**config.mk**
```make
export PLATFORM = sky130hd
export DESIGN_NAME = deser_field
export DESIGN_NICKNAME = d
export VERILOG_FILES = /design/src/rtl/pb_pkg.sv /design/src/rtl/varint_accum.sv /design/src/rtl/deser_field.sv
export SDC_FILE = /design/constraint.sdc
export NUM_CORES = 1
export LEC_CHECK = 0
export CELL_PAD_IN_SITES_DETAIL_PLACEMENT = 1
export CELL_PAD_IN_SITES_GLOBAL_PLACEMENT = 1
export CORE_MARGIN = 2
export CORE_UTILIZATION = 30
export DETAILED_ROUTE_END_ITERATION = 6
export MAX_ROUTING_LAYER = met4
export PLACE_DENSITY = 0.72
export RECOVER_POWER = 25
export SLEW_MARGIN = 10
export SYNTH_ARGS = -nofsm -noshare
export SYNTH_HDL_FRONTEND = slang
export SYNTH_SLANG_ARGS = --single-unit
```
**constraint.sdc**
```tcl
create_clock -name clk -period 3.5 [get_ports clk]
set_clock_uncertainty 0.2 [all_clocks]
set_input_delay 0.35 -clock clk [delete_from_list [all_inputs] [get_ports clk]]
set_output_delay 0.35 -clock clk [all_outputs]
set_load 0.005 [all_outputs]
```
**src/rtl/pb_pkg.sv**
```systemverilog
// Shared protobuf wire-format constants and the deserializer state encoding.
package pb_pkg;

    localparam logic [2:0] WT_VARINT = 3'd0;
    localparam logic [2:0] WT_I64    = 3'd1;
    localparam logic [2:0] WT_LEN    = 3'd2;
    localparam logic [2:0] WT_I32    = 3'd5;

    localparam logic [3:0] TAG_MAX_BYTES = 4'd5;
    localparam logic [3:0] VAL_MAX_BYTES = 4'd10;

    typedef enum logic [3:0] {
        ST_IDLE,
        ST_TAG,
        ST_VARINT,
        ST_FIXED,
        ST_LEN,
        ST_EMIT,
        ST_PAYLOAD,
        ST_DONE,
        ST_ERROR
    } state_e;

    function automatic logic wt_supported(input logic [2:0] wt);
        return (wt == WT_VARINT) || (wt == WT_I64) || (wt == WT_LEN) || (wt == WT_I32);
    endfunction

endpackage

```
**src/rtl/varint_accum.sv**
```systemverilog
// 64-bit shift-OR varint accumulator; acc_next includes the byte currently presented.
module varint_accum
    import pb_pkg::*;
(
    input  logic        clk,
    input  logic        reset,
    input  logic        clear,
    input  logic        step,
    input  logic [7:0]  in_byte,
    input  logic [3:0]  max_bytes,
    output logic [63:0] acc_next,
    output logic        cont,
    output logic        overflow
);

    logic [63:0] acc_q, acc_d;
    logic [3:0]  idx_q, idx_d;
    logic [6:0]  shift;

    always_comb begin
        shift    = {3'b000, idx_q} * 7'd7;
        // Shifts of 64 or more yield zero, so bits past bit 63 simply fall off.
        acc_next = acc_q | ({57'd0, in_byte[6:0]} << shift);
        cont     = in_byte[7];
        overflow = step && (idx_q >= max_bytes);
        acc_d    = acc_q;
        idx_d    = idx_q;
        if (clear || (step && !in_byte[7])) begin
            acc_d = '0;
            idx_d = '0;
        end else if (step) begin
            acc_d = acc_next;
            idx_d = (idx_q == 4'hF) ? idx_q : idx_q + 4'd1;
        end
    end

    always_ff @(posedge clk) begin
        if (reset) begin
            acc_q <= '0;
            idx_q <= '0;
        end else begin
            acc_q <= acc_d;
            idx_q <= idx_d;
        end
    end

endmodule

```
**src/rtl/deser_field.sv**
```systemverilog
// Protobuf wire-format field deserializer: tag/value decode plus payload pass-through.
// Optional malformed-input detection is enabled by defining DESER_ERR_CHECK_EN.
module deser_field
    import pb_pkg::*;
(
    input  logic        clk,
    input  logic        reset,
    input  logic        en,
    input  logic [31:0] msg_len,
    input  logic [7:0]  in_byte,
    input  logic        in_valid,
    output logic        in_ready,
    output logic        field_valid,
    input  logic        field_ready,
    output logic [28:0] field_id,
    output logic [2:0]  wire_type,
    output logic [63:0] value,
    output logic [7:0]  pl_data,
    output logic        pl_valid,
    input  logic        pl_ready,
    output logic        pl_last,
    output logic        busy,
    output logic        done,
    output logic        error,
    output state_e      dbg_state
);

    // A transfer handshakes when valid & ready are both high at the rising edge;
    // field_valid and its data are held unchanged until field_ready is seen.

`ifdef DESER_ERR_CHECK_EN
    localparam state_e MID_END_ST = ST_ERROR;
`else
    localparam state_e MID_END_ST = ST_DONE;
`endif

    state_e      state_q, state_d;
    logic [31:0] msg_len_q, msg_len_d;
    logic [31:0] byte_cnt_q, byte_cnt_d;
    logic [28:0] field_id_q, field_id_d;
    logic [2:0]  wire_type_q, wire_type_d;
    logic [63:0] value_q, value_d;
    logic [63:0] rem_q, rem_d;
    logic [2:0]  fix_cnt_q, fix_cnt_d;
    logic [2:0]  fix_max_q, fix_max_d;

    logic        take;
    logic        msg_end;
    logic        va_clear, va_step, va_cont, va_overflow;
    logic [3:0]  va_max;
    logic [63:0] va_acc_next;
    logic [28:0] tag_id;
    logic [2:0]  tag_wt;

    always_comb begin
        case (state_q)
            ST_TAG, ST_VARINT, ST_FIXED, ST_LEN: in_ready = 1'b1;
            ST_PAYLOAD:                          in_ready = pl_ready;
            default:                             in_ready = 1'b0;
        endcase
    end

    assign take     = in_valid && in_ready;
    assign msg_end  = (byte_cnt_q + 32'd1) == msg_len_q;
    assign va_clear = (state_q == ST_IDLE);
    assign va_step  = take && ((state_q == ST_TAG) || (state_q == ST_VARINT) || (state_q == ST_LEN));
    assign va_max   = (state_q == ST_TAG) ? TAG_MAX_BYTES : VAL_MAX_BYTES;
    assign tag_id   = va_acc_next[31:3];
    assign tag_wt   = va_acc_next[2:0];

    varint_accum u_varint (
        .clk       (clk),
        .reset     (reset),
        .clear     (va_clear),
        .step      (va_step),
        .in_byte   (in_byte),
        .max_bytes (va_max),
        .acc_next  (va_acc_next),
        .cont      (va_cont),
        .overflow  (va_overflow)
    );

    always_comb begin
        state_d     = state_q;
        msg_len_d   = msg_len_q;
        byte_cnt_d  = byte_cnt_q;
        field_id_d  = field_id_q;
        wire_type_d = wire_type_q;
        value_d     = value_q;
        rem_d       = rem_q;
        fix_cnt_d   = fix_cnt_q;
        fix_max_d   = fix_max_q;
        if (take) byte_cnt_d = byte_cnt_q + 32'd1;

        case (state_q)
            ST_IDLE: begin
                if (en) begin
                    msg_len_d  = msg_len;
                    byte_cnt_d = '0;
                    state_d    = (msg_len == 32'd0) ? ST_DONE : ST_TAG;
                end
            end
            ST_TAG: begin
                if (take && !va_cont) begin
                    field_id_d  = tag_id;
                    wire_type_d = tag_wt;
                    value_d     = '0;
                    fix_cnt_d   = '0;
                    case (tag_wt)
                        WT_VARINT: state_d = ST_VARINT;
                        WT_LEN:    state_d = ST_LEN;
                        WT_I64: begin
                            state_d   = ST_FIXED;
                            fix_max_d = 3'd7;
                        end
                        WT_I32: begin
                            state_d   = ST_FIXED;
                            fix_max_d = 3'd3;
                        end
                        // Unknown types carry no body: emit immediately with value 0.
                        default:   state_d = ST_EMIT;
                    endcase
                    if (wt_supported(tag_wt) && msg_end) state_d = MID_END_ST;
`ifdef DESER_ERR_CHECK_EN
                    if (!wt_supported(tag_wt) || (tag_id == '0)) state_d = ST_ERROR;
`endif
                end else if (take && msg_end) begin
                    state_d = MID_END_ST;
                end
            end
            ST_VARINT: begin
                if (take) begin
                    if (!va_cont) begin
                        value_d = va_acc_next;
                        state_d = ST_EMIT;
                    end else if (msg_end) begin
                        state_d = MID_END_ST;
                    end
                end
            end
            ST_LEN: begin
                if (take) begin
                    if (!va_cont) begin
                        value_d = va_acc_next;
                        state_d = ((va_acc_next != 64'd0) && msg_end) ? MID_END_ST : ST_EMIT;
                    end else if (msg_end) begin
                        state_d = MID_END_ST;
                    end
                end
            end
            ST_FIXED: begin
                if (take) begin
                    value_d   = value_q | ({56'd0, in_byte} << {fix_cnt_q, 3'b000});
                    fix_cnt_d = fix_cnt_q + 3'd1;
                    if (fix_cnt_q == fix_max_q) state_d = ST_EMIT;
                    else if (msg_end)           state_d = MID_END_ST;
                end
            end
            ST_EMIT: begin
                if (field_ready) begin
                    if ((wire_type_q == WT_LEN) && (value_q != 64'd0)) begin
                        rem_d   = value_q;
                        state_d = ST_PAYLOAD;
                    end else if (byte_cnt_q == msg_len_q) begin
                        state_d = ST_DONE;
                    end else begin
                        state_d = ST_TAG;
                    end
                end
            end
            ST_PAYLOAD: begin
                if (take) begin
                    rem_d = rem_q - 64'd1;
                    if (rem_q == 64'd1) state_d = msg_end ? ST_DONE : ST_TAG;
                    else if (msg_end)   state_d = MID_END_ST;
                end
            end
            ST_DONE:  state_d = ST_IDLE;
            default:  state_d = state_q;
        endcase

`ifdef DESER_ERR_CHECK_EN
        if (va_overflow) state_d = ST_ERROR;
`endif
    end

`ifndef DESER_ERR_CHECK_EN
    logic unused_overflow;
    assign unused_overflow = va_overflow;
`endif

    always_ff @(posedge clk) begin
        if (reset) begin
            state_q     <= ST_IDLE;
            msg_len_q   <= '0;
            byte_cnt_q  <= '0;
            field_id_q  <= '0;
            wire_type_q <= '0;
            value_q     <= '0;
            rem_q       <= '0;
            fix_cnt_q   <= '0;
            fix_max_q   <= '0;
        end else begin
            state_q     <= state_d;
            msg_len_q   <= msg_len_d;
            byte_cnt_q  <= byte_cnt_d;
            field_id_q  <= field_id_d;
            wire_type_q <= wire_type_d;
            value_q     <= value_d;
            rem_q       <= rem_d;
            fix_cnt_q   <= fix_cnt_d;
            fix_max_q   <= fix_max_d;
        end
    end

    assign field_valid = (state_q == ST_EMIT);
    assign field_id    = field_id_q;
    assign wire_type   = wire_type_q;
    assign value       = value_q;
    assign pl_data     = in_byte;
    assign pl_valid    = (state_q == ST_PAYLOAD) && in_valid;
    assign pl_last     = (state_q == ST_PAYLOAD) && (rem_q == 64'd1);
    assign busy        = (state_q != ST_IDLE);
    assign done        = (state_q == ST_DONE);
`ifdef DESER_ERR_CHECK_EN
    assign error       = (state_q == ST_ERROR);
`else
    assign error       = 1'b0;
`endif
    assign dbg_state   = state_q;

endmodule

```
==> metrics.txt <==
1st-pass router iterations=5; global placer's final weighted congestion=about 1; std cell rows=~80; M1 GR Usage=between 30% and 40%; RSZ-0062 raised after global routing=false; Final nets=2244; max-cap violation count=0; Non-Filler Instances=a little under 3000; die height=approximately 230 µm; crit start category=flip-flop; Mapped Cells=between 2000 and 2500; worst r2r dst=dbg_state[0]; Top FF cell, synth=dfxtp_1; EDFF count, synth=0; Worst EP arrival=roughly 3.5 ns; run status=completed; Tot GR Track Use=between 20 and 25%; largest net degree at the start of global routing=between 150 and 200; R2R cell count=10; Final Setup Violations=0; Synth Warn #=0; Clock transition at path regs=about 0.060 ns; CTS sink count=301; HP Class=in2reg; critical path endpoint=dbg_state[0]; worst endpoint required time=3.70 ns; Avg Vias per Cell=approximately 5.7; Worst-Skew Late Latency=about 0.57 ns; sequential share of the synthesized area=around two fifths; Worst Setup SP=byte_cnt_q[0]; Cells after DPL=around 2800; CTS Buf Count=38; Min Clock Period, post-route=3.27 ns; Crit. End Element=flip-flop; CTS Root Cell=clkbuf_16; drt drc=0; Initial Util=a little over 30%; hold_ws=0.177 ns; Final ANT Viol Nets=0; Global Route met2 Usage=38.1%; Port Buffer Count=159; initial antenna violation count=1; Post-Place Worst Slack=~0.093 ns; Iter 0 DRT Violations=1339; Worst Tran Pin Value=approximately 1.2 ns; fmax=0.306 GHz; setup TNS=0 ns; number of top-level pins=~160; core area=between 40000 and 50000 µm²; die area=52300 µm²; ratio of cells with drive above 1 in the final layout=a little under a tenth; final WL=around 64 mm; final worst slack=around 0.23 ns; H-tree depth=2; area delta synth->final=27.8%; Yosys cell types=71; max-slew violations=0; TritonCTS clock tree=done; register bit total from synthesis=~300; gr ovfl total=0; synthesized area per cell=7.55 µm²; leakage=6.69 nW; Final HPWL DP=approximately 48 mm; Post-Syn Area=15200 µm²; Async S/R FF share, synth=0%; peak supply drop=roughly 0.31 mV; die boundary width=about 230 µm; critical path type=reg2reg; vias post-DR=about 16000; clk buf depth=3; global-route wire length before repair=roughly 98 mm; Crit Reg-Reg Startpoint=byte_cnt_q[0]; Hold Fails Final Rpt=0; critical path peak fanout=5; vias in the first global route=approximately 16000; mean routed wirelength per cell=about 22 µm; Synth Net Count=about 2000; period utilization=between 90% and 100%; busiest layer in global routing=met2; PD cells=roughly 540 nW/µm²; met3 GRT Util=5.04%; worst reg2reg setup slack=around 0.23 ns; Rel. slew slack=20.9%
-- stage by stage --
stage | cell area, µm² | power (mW) | util [%]
after floorplan | 15200 | 5.51 | -
after global placement | 18200 | 6.52 | 36.4
after detailed placement | 18200 | 6.58 | 36.4
after CTS | 19500 | 10.6 | 39.0
after global routing | 19400 | 11.0 | 38.8
final | 19400 | 10.5 | 38.8
-- logic make-up (layout without fill, tap and decap cells) --
kind of cell | after synthesis | in the layout | synth area share (%)
flip-flops | 301 | 301 | 39.8
adder cells (fa/ha/maj) | 6 | 6 | 0.479
AND/OR/NAND/NOR | 820 | 820 | 25.2
other | 1 | 2 | 0.0247
buffers and inverters | 179 | 389 | 4.70
multiplexers | 6 | 6 | 0.405
XOR/XNOR | 77 | 77 | 4.45
AO/OA/AOI/OAI | 617 | 617 | 25.0
-- critical path: stages, from the launching register on --
cell	delay [ns]
dfxtp_1	0.41
ha_2	0.27
nand4_4	0.17
nor4_4	0.38
and3_2	0.26
xnor2_1	0.09
nor4b_2	0.27
o2111ai_2	0.22
o31a_1	0.42
a2111oi_2	0.36
a211oi_1	0.08
-- registers in the layout, indices dropped and copies added, names as in the netlist, 3 cells and up --
register	cells
value	64
byte_cnt_q	32
wire_type	3
u_varint.idx_q	4
u_varint.acc_q	64
msg_len_q	32
dbg_state	4
rem_q	64
fix_cnt_q	3
field_id	29
-- how the worst min path moves through the flow --
stage / from / end / slack, ns / cells past startpoint
6_report: msg_len[5] / msg_len_q[5] / 0.18 / 3
5_1_grt: msg_len[1] / msg_len_q[1] / 0.18 / 3
4_1_cts: msg_len[16] / msg_len_q[16] / 0.16 / 3
3_5_place_dp: u_varint.acc_q[38] / u_varint.acc_q[38] / 0.26 / 2
3_3_place_gp: u_varint.acc_q[63] / u_varint.acc_q[63] / 0.25 / 2
2_1_floorplan: u_varint.acc_q[0] / u_varint.acc_q[0] / 0.24 / 2
-- repair_timing --
| action | CTS | global route |
|---|---|---|
| gates resized for setup | 12 | 9 |
| pin swaps | 2 | 1 |
| hold buffers | 1 | 0 |
| endpoints found under the hold margin | 31 | 0 |
| buffers inserted | 1 | 0 |
| endpoints found under the setup margin | 1 | 3 |
-- where the power goes --
part	leakage, nW	switching [mW]	total (mW)	internal, mW
registers	2.43	0.169	3.74	3.57
logic	3.66	1.87	2.84	0.970
clock network	0.604	1.59	3.96	2.37
total	6.69	3.63	10.5	6.91
-- cells in the final DEF, fill, tap and decap left out, drive strengths merged, types with 10 or more instances in the layout --
cell           synthesis  routed
nor2b                 10      10
buf                   23     109
clkdlybuf4s50          0      95
nor4                  58      58
nor3                  40      40
o21ai                 89      89
nand2                215     215
and2                  14      14
nor2                 323     323
o22ai                 80      80
nand4                 45      45
nand2b                16      16
dfxtp                301     301
a22oi                 85      85
dlygate4sd3            0      63
or3                   22      22
xor2                  34      34
inv                   17      19
a21oi                239     239
xnor2                 43      43
nand3                 34      34
a211oi                60      60
clkbuf               139      91
-- metal layers --
metal  wire length, µm  part of all wire [%]
met5                 0                     0
met4              3020                   4.7
met1             27900                    44
met2             29300                    46
met3              3920                   6.1
-- synthesized netlist by cell type (3+ instances only) --
master / n / area (µm²)
inv_1: 16 / 60.1
a211oi_1: 60 / 450
nand4_1: 44 / 275
nor3b_1: 5 / 37.5
nor2b_1: 10 / 62.6
nor4_1: 57 / 357
a32o_1: 3 / 30.0
or3_1: 22 / 138
nand3b_1: 4 / 30.0
a31oi_1: 7 / 43.8
or2_2: 3 / 18.8
xor2_1: 34 / 298
or4_1: 7 / 52.6
and2_1: 14 / 87.6
buf_4: 9 / 67.6
xnor2_1: 43 / 377
o21ai_0: 89 / 445
buf_1: 9 / 33.8
nor3_1: 36 / 180
buf_2: 5 / 25.0
ha_1: 5 / 62.6
o31ai_1: 7 / 52.6
nor2_1: 322 / 1210
nor4b_1: 4 / 35.0
clkbuf_1: 139 / 522
a22oi_1: 85 / 638
o32ai_1: 7 / 61.3
mux2i_1: 5 / 50.1
o211ai_1: 4 / 30.0
a21oi_1: 239 / 1200
o22ai_1: 80 / 500
nand4b_1: 8 / 70.1
a311oi_1: 3 / 26.3
dfxtp_1: 301 / 6030
and3_1: 5 / 31.3
nand2b_1: 16 / 100
a221oi_1: 5 / 43.8
nand3_1: 34 / 170
nand2_1: 215 / 807
nor3_2: 4 / 40.0
-- cell type report --
type	count	area (µm²)
clock buffers	51	1070
diodes	1	2.50
well taps	672	841
clock inverters	13	168
fillers	6076	30600
inverters	17	63.8
repair buffers	308	2650
flip-flops and latches	301	6030
multi-input cells	1527	8540
Note: power is estimated with default switching activity, not from simulation.
